===== config.mk =====
export PLATFORM = sky130hd
export DESIGN_NAME = spi_cmd_receiver
export DESIGN_NICKNAME = d
export VERILOG_FILES = /design/src/rtl/spi_cmd_receiver.sv
export SDC_FILE = /design/constraint.sdc
export NUM_CORES = 1
export LEC_CHECK = 0
export ABC_AREA = 1
export CAP_MARGIN = 20
export CORE_MARGIN = 5
export CORE_UTILIZATION = 40
export CTS_CLUSTER_DIAMETER = 50
export DETAILED_ROUTE_END_ITERATION = 8
export PLACE_DENSITY_LB_ADDON = 0.3
export RECOVER_POWER = 25
export SLEW_MARGIN = 20
export SYNTH_ARGS = -nofsm -noshare
export SYNTH_HDL_FRONTEND = slang
export SYNTH_SLANG_ARGS = --single-unit

===== constraint.sdc =====
create_clock -name i_clk_sys -period 6 [get_ports i_clk_sys]
set_clock_uncertainty 0.05 [all_clocks]
set_input_delay 1.5 -clock i_clk_sys [delete_from_list [all_inputs] [get_ports i_clk_sys]]
set_output_delay 1.5 -clock i_clk_sys [all_outputs]
set_load 0.005 [all_outputs]

===== src/rtl/spi_cmd_receiver.sv =====
// SPI command receiver: synchronizes sclk/mosi/cs_n into clk_sys and deframes fixed-length,
// MSB-first frames into an opcode/payload pair with a one-cycle valid or error pulse.
module spi_cmd_receiver #(
    parameter int unsigned FRAME_BITS  = 35,
    parameter int unsigned OPCODE_W    = 3,
    parameter int unsigned SYNC_STAGES = 2,
    localparam int unsigned PAYLOAD_W  = FRAME_BITS - OPCODE_W
) (
    input  logic                 i_clk_sys,
    input  logic                 i_rst,
    input  logic                 i_sclk,
    input  logic                 i_mosi,
    input  logic                 i_cs_n,
    output logic                 o_cmd_valid,
    output logic [OPCODE_W-1:0]  o_cmd_opcode,
    output logic [PAYLOAD_W-1:0] o_cmd_payload,
    output logic                 o_frame_err,
    output logic                 o_running,
    output logic                 o_busy
);

    localparam logic [6:0]          CNT_FRAME = 7'(FRAME_BITS);
    localparam logic [6:0]          CNT_MAX   = 7'(FRAME_BITS + 1);
    localparam logic [OPCODE_W-1:0] OP_RUN    = OPCODE_W'(7);
    localparam logic [OPCODE_W-1:0] OP_STOP   = OPCODE_W'(6);

    typedef enum logic [1:0] {StIdle, StShift, StDone} state_e;

    logic [SYNC_STAGES-1:0] r_sclk_sync, r_mosi_sync, r_cs_sync;
    logic                   r_sclk_prev, r_cs_prev;
    state_e                 r_state, w_state_nxt;
    logic [6:0]             r_count, w_count_nxt;
    logic [FRAME_BITS-1:0]  r_shift, w_shift_nxt;
    logic                   r_cmd_valid, w_valid_nxt;
    logic                   r_frame_err, w_err_nxt;
    logic [OPCODE_W-1:0]    r_opcode, w_opcode_nxt;
    logic [PAYLOAD_W-1:0]   r_payload, w_payload_nxt;
    logic                   r_running, w_running_nxt;

    logic w_sclk_s, w_mosi_s, w_cs_s;
    logic w_sclk_fall, w_cs_fall, w_cs_rise;

    assign w_sclk_s    = r_sclk_sync[SYNC_STAGES-1];
    assign w_mosi_s    = r_mosi_sync[SYNC_STAGES-1];
    assign w_cs_s      = r_cs_sync[SYNC_STAGES-1];
    assign w_sclk_fall = r_sclk_prev & ~w_sclk_s;
    assign w_cs_fall   = r_cs_prev & ~w_cs_s;
    assign w_cs_rise   = ~r_cs_prev & w_cs_s;

    // cs_n chain and its history reset high so a still-low cs_n after reset reads as a new frame
    always_ff @(posedge i_clk_sys or posedge i_rst) begin
        if (i_rst) begin
            r_sclk_sync <= '0;
            r_mosi_sync <= '0;
            r_cs_sync   <= '1;
            r_sclk_prev <= 1'b0;
            r_cs_prev   <= 1'b1;
        end else begin
            r_sclk_sync <= {r_sclk_sync[SYNC_STAGES-2:0], i_sclk};
            r_mosi_sync <= {r_mosi_sync[SYNC_STAGES-2:0], i_mosi};
            r_cs_sync   <= {r_cs_sync[SYNC_STAGES-2:0], i_cs_n};
            r_sclk_prev <= w_sclk_s;
            r_cs_prev   <= w_cs_s;
        end
    end

    always_ff @(posedge i_clk_sys or posedge i_rst) begin
        if (i_rst) begin
            r_state     <= StIdle;
            r_count     <= '0;
            r_shift     <= '0;
            r_cmd_valid <= 1'b0;
            r_frame_err <= 1'b0;
            r_opcode    <= OP_STOP;
            r_payload   <= '0;
            r_running   <= 1'b0;
        end else begin
            r_state     <= w_state_nxt;
            r_count     <= w_count_nxt;
            r_shift     <= w_shift_nxt;
            r_cmd_valid <= w_valid_nxt;
            r_frame_err <= w_err_nxt;
            r_opcode    <= w_opcode_nxt;
            r_payload   <= w_payload_nxt;
            r_running   <= w_running_nxt;
        end
    end

    always_comb begin
        w_state_nxt   = r_state;
        w_count_nxt   = r_count;
        w_shift_nxt   = r_shift;
        w_valid_nxt   = 1'b0;
        w_err_nxt     = 1'b0;
        w_opcode_nxt  = r_opcode;
        w_payload_nxt = r_payload;
        w_running_nxt = r_running;

        if (r_cmd_valid) begin
            if (r_opcode == OP_RUN) begin
                w_running_nxt = 1'b1;
            end else if (r_opcode == OP_STOP) begin
                w_running_nxt = 1'b0;
            end
        end

        case (r_state)
            StIdle: begin
                if (w_cs_fall) begin
                    w_state_nxt = StShift;
                    w_count_nxt = '0;
                end
            end
            StShift: begin
                // A falling sclk seen together with the cs_n rise still belongs to this frame
                if (w_sclk_fall) begin
                    w_shift_nxt = {r_shift[FRAME_BITS-2:0], w_mosi_s};
                    if (r_count != CNT_MAX) begin
                        w_count_nxt = r_count + 7'd1;
                    end
                end
                if (w_cs_rise) begin
                    w_state_nxt = StDone;
                end
            end
            StDone: begin
                if (r_count == CNT_FRAME) begin
                    w_valid_nxt   = 1'b1;
                    w_opcode_nxt  = r_shift[FRAME_BITS-1 -: OPCODE_W];
                    w_payload_nxt = r_shift[PAYLOAD_W-1:0];
                end else begin
                    w_err_nxt = 1'b1;
                end
                if (w_cs_fall) begin
                    w_state_nxt = StShift;
                    w_count_nxt = '0;
                end else begin
                    w_state_nxt = StIdle;
                end
            end
            default: w_state_nxt = StIdle;
        endcase
    end

    assign o_cmd_valid   = r_cmd_valid;
    assign o_frame_err   = r_frame_err;
    assign o_cmd_opcode  = r_opcode;
    assign o_cmd_payload = r_payload;
    assign o_running     = r_running;
    assign o_busy        = ~w_cs_s;

endmodule


==> results.yml, run 1 <==
cells_and_area:
  multi_input_area_um2: 1050
  diodes: 0
  final_area_um2: 4280
  nFillCells: 868
  final_cell_mix: "97 x nand2_1, 85 x dfrtp_1, 48 x inv_1, 41 x o21ai_0, 40 x clkdlybuf4s50_1"
  layoutNonFillerInstCount: 520
  fin_nets: 411
  drive_above_1_share_pct: 13.7
  layout_commonest_cell: "nand2_1"
  regArea_um2: 2260
  syn_to_final_growth_pct: 14.7
setup_path:
  startpoint: "r_state[1]"
  r2r_end: "r_count[2]"
  endpoint_kind: "flop"
  critPathMaxFanout: 60
  crit_path_start_kind: "flop"
  cp.required_ns: 6.23
  rr_worst_depth: 8
  worstSetupPathType: "reg2reg"
  crit-reg2reg-launch: "r_state[1]"
  ff2ff_setup_slack_ns: 2.54
  arrival_ns: 3.69
sta:
  tightest_slew_ns: 2.71
  setup_viol: 0
  max_freq_mhz: 289
  finalSetupTns_ns: 0
  timing.hold.ws_ns: 0.309
  min_period_ns: 3.46
  final_hold_viol_count: 0
  final_max_slew_viol_count: 132
  worst_slack_ns: 2.54
  rsz0062_at_grt: "false"
  period_share_pct: 57.7
  slew_headroom_pct: -81.3
cts:
  cts_tree: "yes"
  cts_buffer_depth: 2
  holdBufCountCts: 0
  cts.sinks: 90
  postCtsSetupRepairBufs: 0
  ctsHtreeMaxLevel: 3
  clock_latency_ns: 0.34
  cts_buffers: 9
  cts_root_buffer: "clkbuf_8"
  clk_pin_slew_ns: 0.09
  cts_resized: 0
die:
  row_count: 35
  design.core.area_um2: 9150
  ios: 44
  dieArea_um2: 11400
  die_x_um: 107
  start_util_pct: 40.8
  die_h_um: 107
synth:
  synthDominantCellAreaShare_pct: 57.0
  yosys-top-cells-area: "dfrtp_1 57%, o21ai_2 12%, nand2_1 9.5%"
  ys_warn_count: 0
  synth_xor_area_share_pct: 0
  syn-mean-instance-area_um2: 10.3
  synth_compound_area_share_pct: 14.7
  syn-cell-area_um2: 3730
  syn_nets: 369
  yosys.area_share.simple_pct: 15.0
  postSynthCellCount: 362
  muxShareOfSynthArea_pct: 0.302
  synth_adder_area_share_pct: 0.670
  ys_seq_area_share_pct: 60.5
  synth_top_family_by_area: "simple AND/OR/NAND/NOR gates"
  yosysUniqueCellTypes: 22
  ys_ff_latch: 90
  yosys.area.top_type: "dfrtp_1"
pwr:
  ir_drop_mv: 0.145
  p_leak_nw: 1.91
  internal_power_mw: 0.851
  p_clk_share_pct: 36.1
  p_sw_share_pct: 25.1
  power_density_nw_per_um2: 265
  pwr-share-comb_pct: 6.6
  seq_power_share_pct: 57.3
  p_switching_mw: 0.285
route:
  vias: 2378
  wl_mm: 6.23
  drcViolationCount: 0
  via_per_inst: 4.57
  ant_nets: 0
  dr.pass1.iters: 4
  drt_iter0_markers: 123
  wire_per_inst_um: 12.0
worst_hold_path:
  whs_endpoint: "r_sclk_sync[1]"
  min_from: "r_sclk_sync[0]"
  holdPathStages: 0
  hold_class: "reg2reg"
job:
  cap_violations: 2
placement:
  pre_cts_slack_ns: 2.85
  hpwl_mm: 4.09
  routabilityCongestion: 0.739
  post_dp_cell_area_um2: 4190
  place_inst: 504
  io_buffers: 43
global_routing:
  grt_max_degree: 71
  track_usage_pct: 12.0
  antenna_found_initial: 0
  first_global_vias: 2346
  overflow: 0
  grt_pass1_wl_mm: 11.1
run_status:
  violations: "capacitance limit, slew limit"
  run_status: "finished with violations"
[worst max-delay path, stage by stage (launching register included)]
cell and delay (ns):
dfrtp_1 0.37, inv_1 0.08, nand2_1 0.09, nor2_1 0.51
clkbuf_1 1.61, nand2_2 0.37, nand2_1 0.19, nand2_1 0.07
nand2_1 0.06
[area by class of cell]
class | count | share of cell area (%)
inverter | 51 | 4.62
clock buffer | 11 | 3.07
timing repair buffer | 45 | 10.3
multi-input combinational | 207 | 24.6
tap | 111 | 3.24
clock inverter | 5 | 1.46
sequential | 90 | 52.7
[cells by family (layout without fill, tap and decap cells)]
logic type	after synthesis	count (layout)
compound gates	72	72
mux	1	1
fa+ha+maj	2	2
simple gates	132	132
buf+inv	65	112
flops	90	90
[registers in the layout, indices dropped and copies added, names as in the netlist]
name / count
o_running: 1
o_cmd_payload: 32
r_state: 2
r_cs_prev: 1
r_count: 7
r_cs_sync: 2
r_sclk_sync: 2
o_cmd_opcode: 3
o_cmd_valid: 1
r_mosi_sync: 2
r_sclk_prev: 1
r_shift: 35
o_frame_err: 1
[worst max path at each step]
stage | cells past startpoint | to | slack, ns
global route | 8 | r_count[2] | 2.07
finish | 8 | r_count[2] | 2.54
CTS | 2 | o_busy | 3.02
detailed placement | 3 | r_mosi_sync[0] | 2.85
global placement | 3 | r_mosi_sync[0] | 2.86
floorplan | 1 | o_cmd_opcode[0] | 2.12
[stage by stage]
step | power, mW | util [%]
2_1_floorplan | 0.737 | -
3_3_place_gp | 0.755 | 45.8
3_5_place_dp | 0.758 | 45.8
4_1_cts | 1.17 | 47.9
5_1_grt | 1.20 | 46.8
6_report | 1.14 | 46.8
[power by group through the flow]
stage | registers, mW | logic, mW | clock network (mW)
2_1_floorplan | 0.659 | 0.0782 | 0
3_3_place_gp | 0.662 | 0.0931 | 0
3_5_place_dp | 0.663 | 0.0947 | 0
4_1_cts | 0.651 | 0.0952 | 0.425
5_1_grt | 0.656 | 0.0890 | 0.450
6_report | 0.651 | 0.0746 | 0.411
[cell usage after synthesis]
cell type	instances
o21ai_2	50
nand2_4	1
o21bai_1	1
o21ai_0	21
buf_2	4
inv_2	1
clkinv_4	1
dfstp_2	5
nand2_2	3
nor2_1	9
nand3_1	16
ha_1	2
nand2_1	95
nor2_2	1
buf_6	10
nand3_2	1
nor2_4	2
dfrtp_1	85
mux2_2	1
inv_1	49
nor3_1	3
nand4_1	1
[metal layers]
| metal | GRT usage (%) | vias up | routed length [µm] |
|---|---|---|---|
| met5 | 0 | - | 0 |
| met4 | 4.38 | 0 | 56 |
| met3 | 3.31 | 2 | 211 |
| met2 | 18.6 | 38 | 2850 |
| met1 | 16.3 | 1125 | 3110 |
| li1 | - | 1213 | - |
No activity file was read; power rests on OpenSTA's default activity.
==> run 2: changes to the inputs <==
- clock period: 6 -> 3.01 ns (I/O delays scaled with it)
==> run 2 against run 1 <==
The run now ends clean. Register-to-register slack worse by 1.4 ns. Power up 98%. Largest power group unchanged. Final area up 2.4%. Worst hold slack worse by 0.0049 ns. Critical path depth down 6.
==> results.yml, run 2 (synthesis gave the netlist of run 1 again) <==
route:
  wl_mm: 5.95
  drcViolationCount: 0
  vias: 2396
  via_per_inst: 4.62
  wire_per_inst_um: 11.5
  dr.pass1.iters: 4
  drt_iter0_markers: 101
  ant_nets: 0
setup_path:
  ff2ff_setup_slack_ns: 1.11
  endpoint_kind: "primary output"
  worstSetupPathType: "reg2out"
  crit_family: "flip-flops"
  cp_num_buf_inv: 2
  crit_slowest_cell: "dfstp_1"
  arrival_ns: 1.40
  path_cells: "inv_1 > clkdlybuf4s50_1"
  crit_path_start_kind: "flop"
  slowest_delay_ns: 0.55
  cp.required_ns: 2.21
  critPathMaxFanout: 3
sta:
  final_hold_viol_count: 0
  max_freq_mhz: 454
  min_period_ns: 2.21
  tightest_slew_ns: 1.17
  setup_viol: 0
  rsz0062_at_grt: "false"
  slew_headroom_pct: 22.0
  period_share_pct: 73.3
  finalSetupTns_ns: 0
  final_max_slew_viol_count: 0
global_routing:
  overflow: 0
  grt_pass1_wl_mm: 10.5
  track_usage_pct: 11.4
  first_global_vias: 2374
  grt_max_degree: 91
  antenna_found_initial: 0
die:
  start_util_pct: 40.8
  die_h_um: 107
  design.core.area_um2: 9150
  ios: 44
  dieArea_um2: 11400
  row_count: 35
  die_x_um: 107
placement:
  io_buffers: 43
  hpwl_mm: 3.93
  routabilityCongestion: 0.843
  place_inst: 504
cells_and_area:
  largest_reg_flops: 35
  drive_above_1_share_pct: 19.6
  syn_to_final_growth_pct: 17.4
  final_cell_mix: "95 x nand2_1, 85 x dfrtp_1, 50 x o21ai_2, 48 x inv_1, 39 x clkdlybuf4s50_1"
  regMostFlops: "r_shift"
  diodes: 0
  regArea_um2: 2260
  nFillCells: 844
  fin_nets: 411
  multi_input_area_um2: 1140
  layoutNonFillerInstCount: 519
  layout_commonest_cell: "nand2_1"
pwr:
  p_leak_nw: 1.97
  p_clk_share_pct: 34.2
  p_sw_share_pct: 24.3
  internal_power_mw: 1.70
  pwr-share-comb_pct: 8.1
  power_density_nw_per_um2: 513
  ir_drop_mv: 0.247
  p_switching_mw: 0.547
  total_power_mw: 2.25
  seq_power_share_pct: 57.7
cts:
  holdBufCountCts: 0
  cts_tree: "yes"
  clock_latency_ns: 0.35
  postCtsSetupRepairBufs: 0
  cts_resized: 0
  ctsHtreeMaxLevel: 3
  cts.sinks: 90
  cts_buffer_depth: 2
  cts_buffers: 9
  clk_pin_slew_ns: 0.08
  cts_root_buffer: "clkbuf_8"
worst_hold_path:
  hold_class: "reg2reg"
job:
  cap_violations: 0
run_status:
  run_status: "completed"
==> run 2: changes by cell type in the layout (fill, tap and decap cells not counted), sizes merged <==
| cell | before | now |
|---|---|---|
| clkbuf | 12 | 11 |
| clkdlybuf4s50 | 40 | 39 |
| clkinv | 3 | 4 |
| dlygate4sd3 | 3 | 4 |
| inv | 50 | 49 |
==> run 2: layout make-up <==
class	instances	area share, %
clock buffers	10	2.91
inverters	51	4.57
clock inverters	5	1.28
repair buffers	45	10.4
flip-flops and latches	90	51.5
well taps	111	3.17
multi-input cells	207	26.1
==> run 2: final timing paths <==
| check | cells after the start | start | endpoint |
|---|---|---|---|
| setup / recovery | 2 | r_cs_sync[1] | o_busy |
| hold / removal | 0 | r_mosi_sync[0] | r_mosi_sync[1] |
| setup reg to reg | 6 | r_count[0] | o_cmd_payload[25] |
| hold reg to reg | 0 | r_mosi_sync[0] | r_mosi_sync[1] |
| max in group asynchronous | 3 | i_rst | r_shift[20] |
| min in group asynchronous | 3 | i_rst | r_sclk_sync[1] |
==> run 2: power groups by stage <==
| stage | clock network [mW] | registers (mW) | logic (mW) |
|---|---|---|---|
| finish | 0.769 | 1.30 | 0.183 |
| global route | 0.859 | 1.31 | 0.214 |
| CTS | 0.809 | 1.30 | 0.192 |
| detailed placement | 0 | 1.32 | 0.192 |
| global placement | 0 | 1.32 | 0.188 |
| floorplan | 0 | 1.31 | 0.156 |
==> run 2: per-stage QoR <==
| step | utilization, % | worst slack [ns] | hold slack [ns] | cell area, µm² |
|---|---|---|---|---|
| after floorplan | - | 1.16 | 0.281 | 3740 |
| after CTS | 48.1 | 0.787 | 0.307 | 4400 |
| after global routing | 47.9 | 0.620 | 0.318 | 4380 |
| final | 47.9 | 0.805 | 0.304 | 4380 |
| after detailed placement | 46.1 | 1.16 | 0.287 | 4220 |
| after global placement | 46.1 | 1.18 | 0.282 | 4220 |
==> run 2: routing by layer <==
| metal | routed length (µm) | GRT usage [%] | vias to the layer above |
|---|---|---|---|
| met5 | 0 | 0 | - |
| li1 | - | - | 1216 |
| met1 | 2650 | 13.0 | 1141 |
| met4 | 108 | 6.30 | 0 |
| met3 | 220 | 2.41 | 7 |
| met2 | 2970 | 19.9 | 32 |
==> run 2: worst reg2reg max path, delay by kind of cell (launching register included) <==
family | cells | cell delay [ns]
adder cells (fa/ha/maj) | 1 | 0.19
flip-flops | 1 | 0.39
AO/OA/AOI/OAI | 1 | 0.07
AND/OR/NAND/NOR | 4 | 1.05
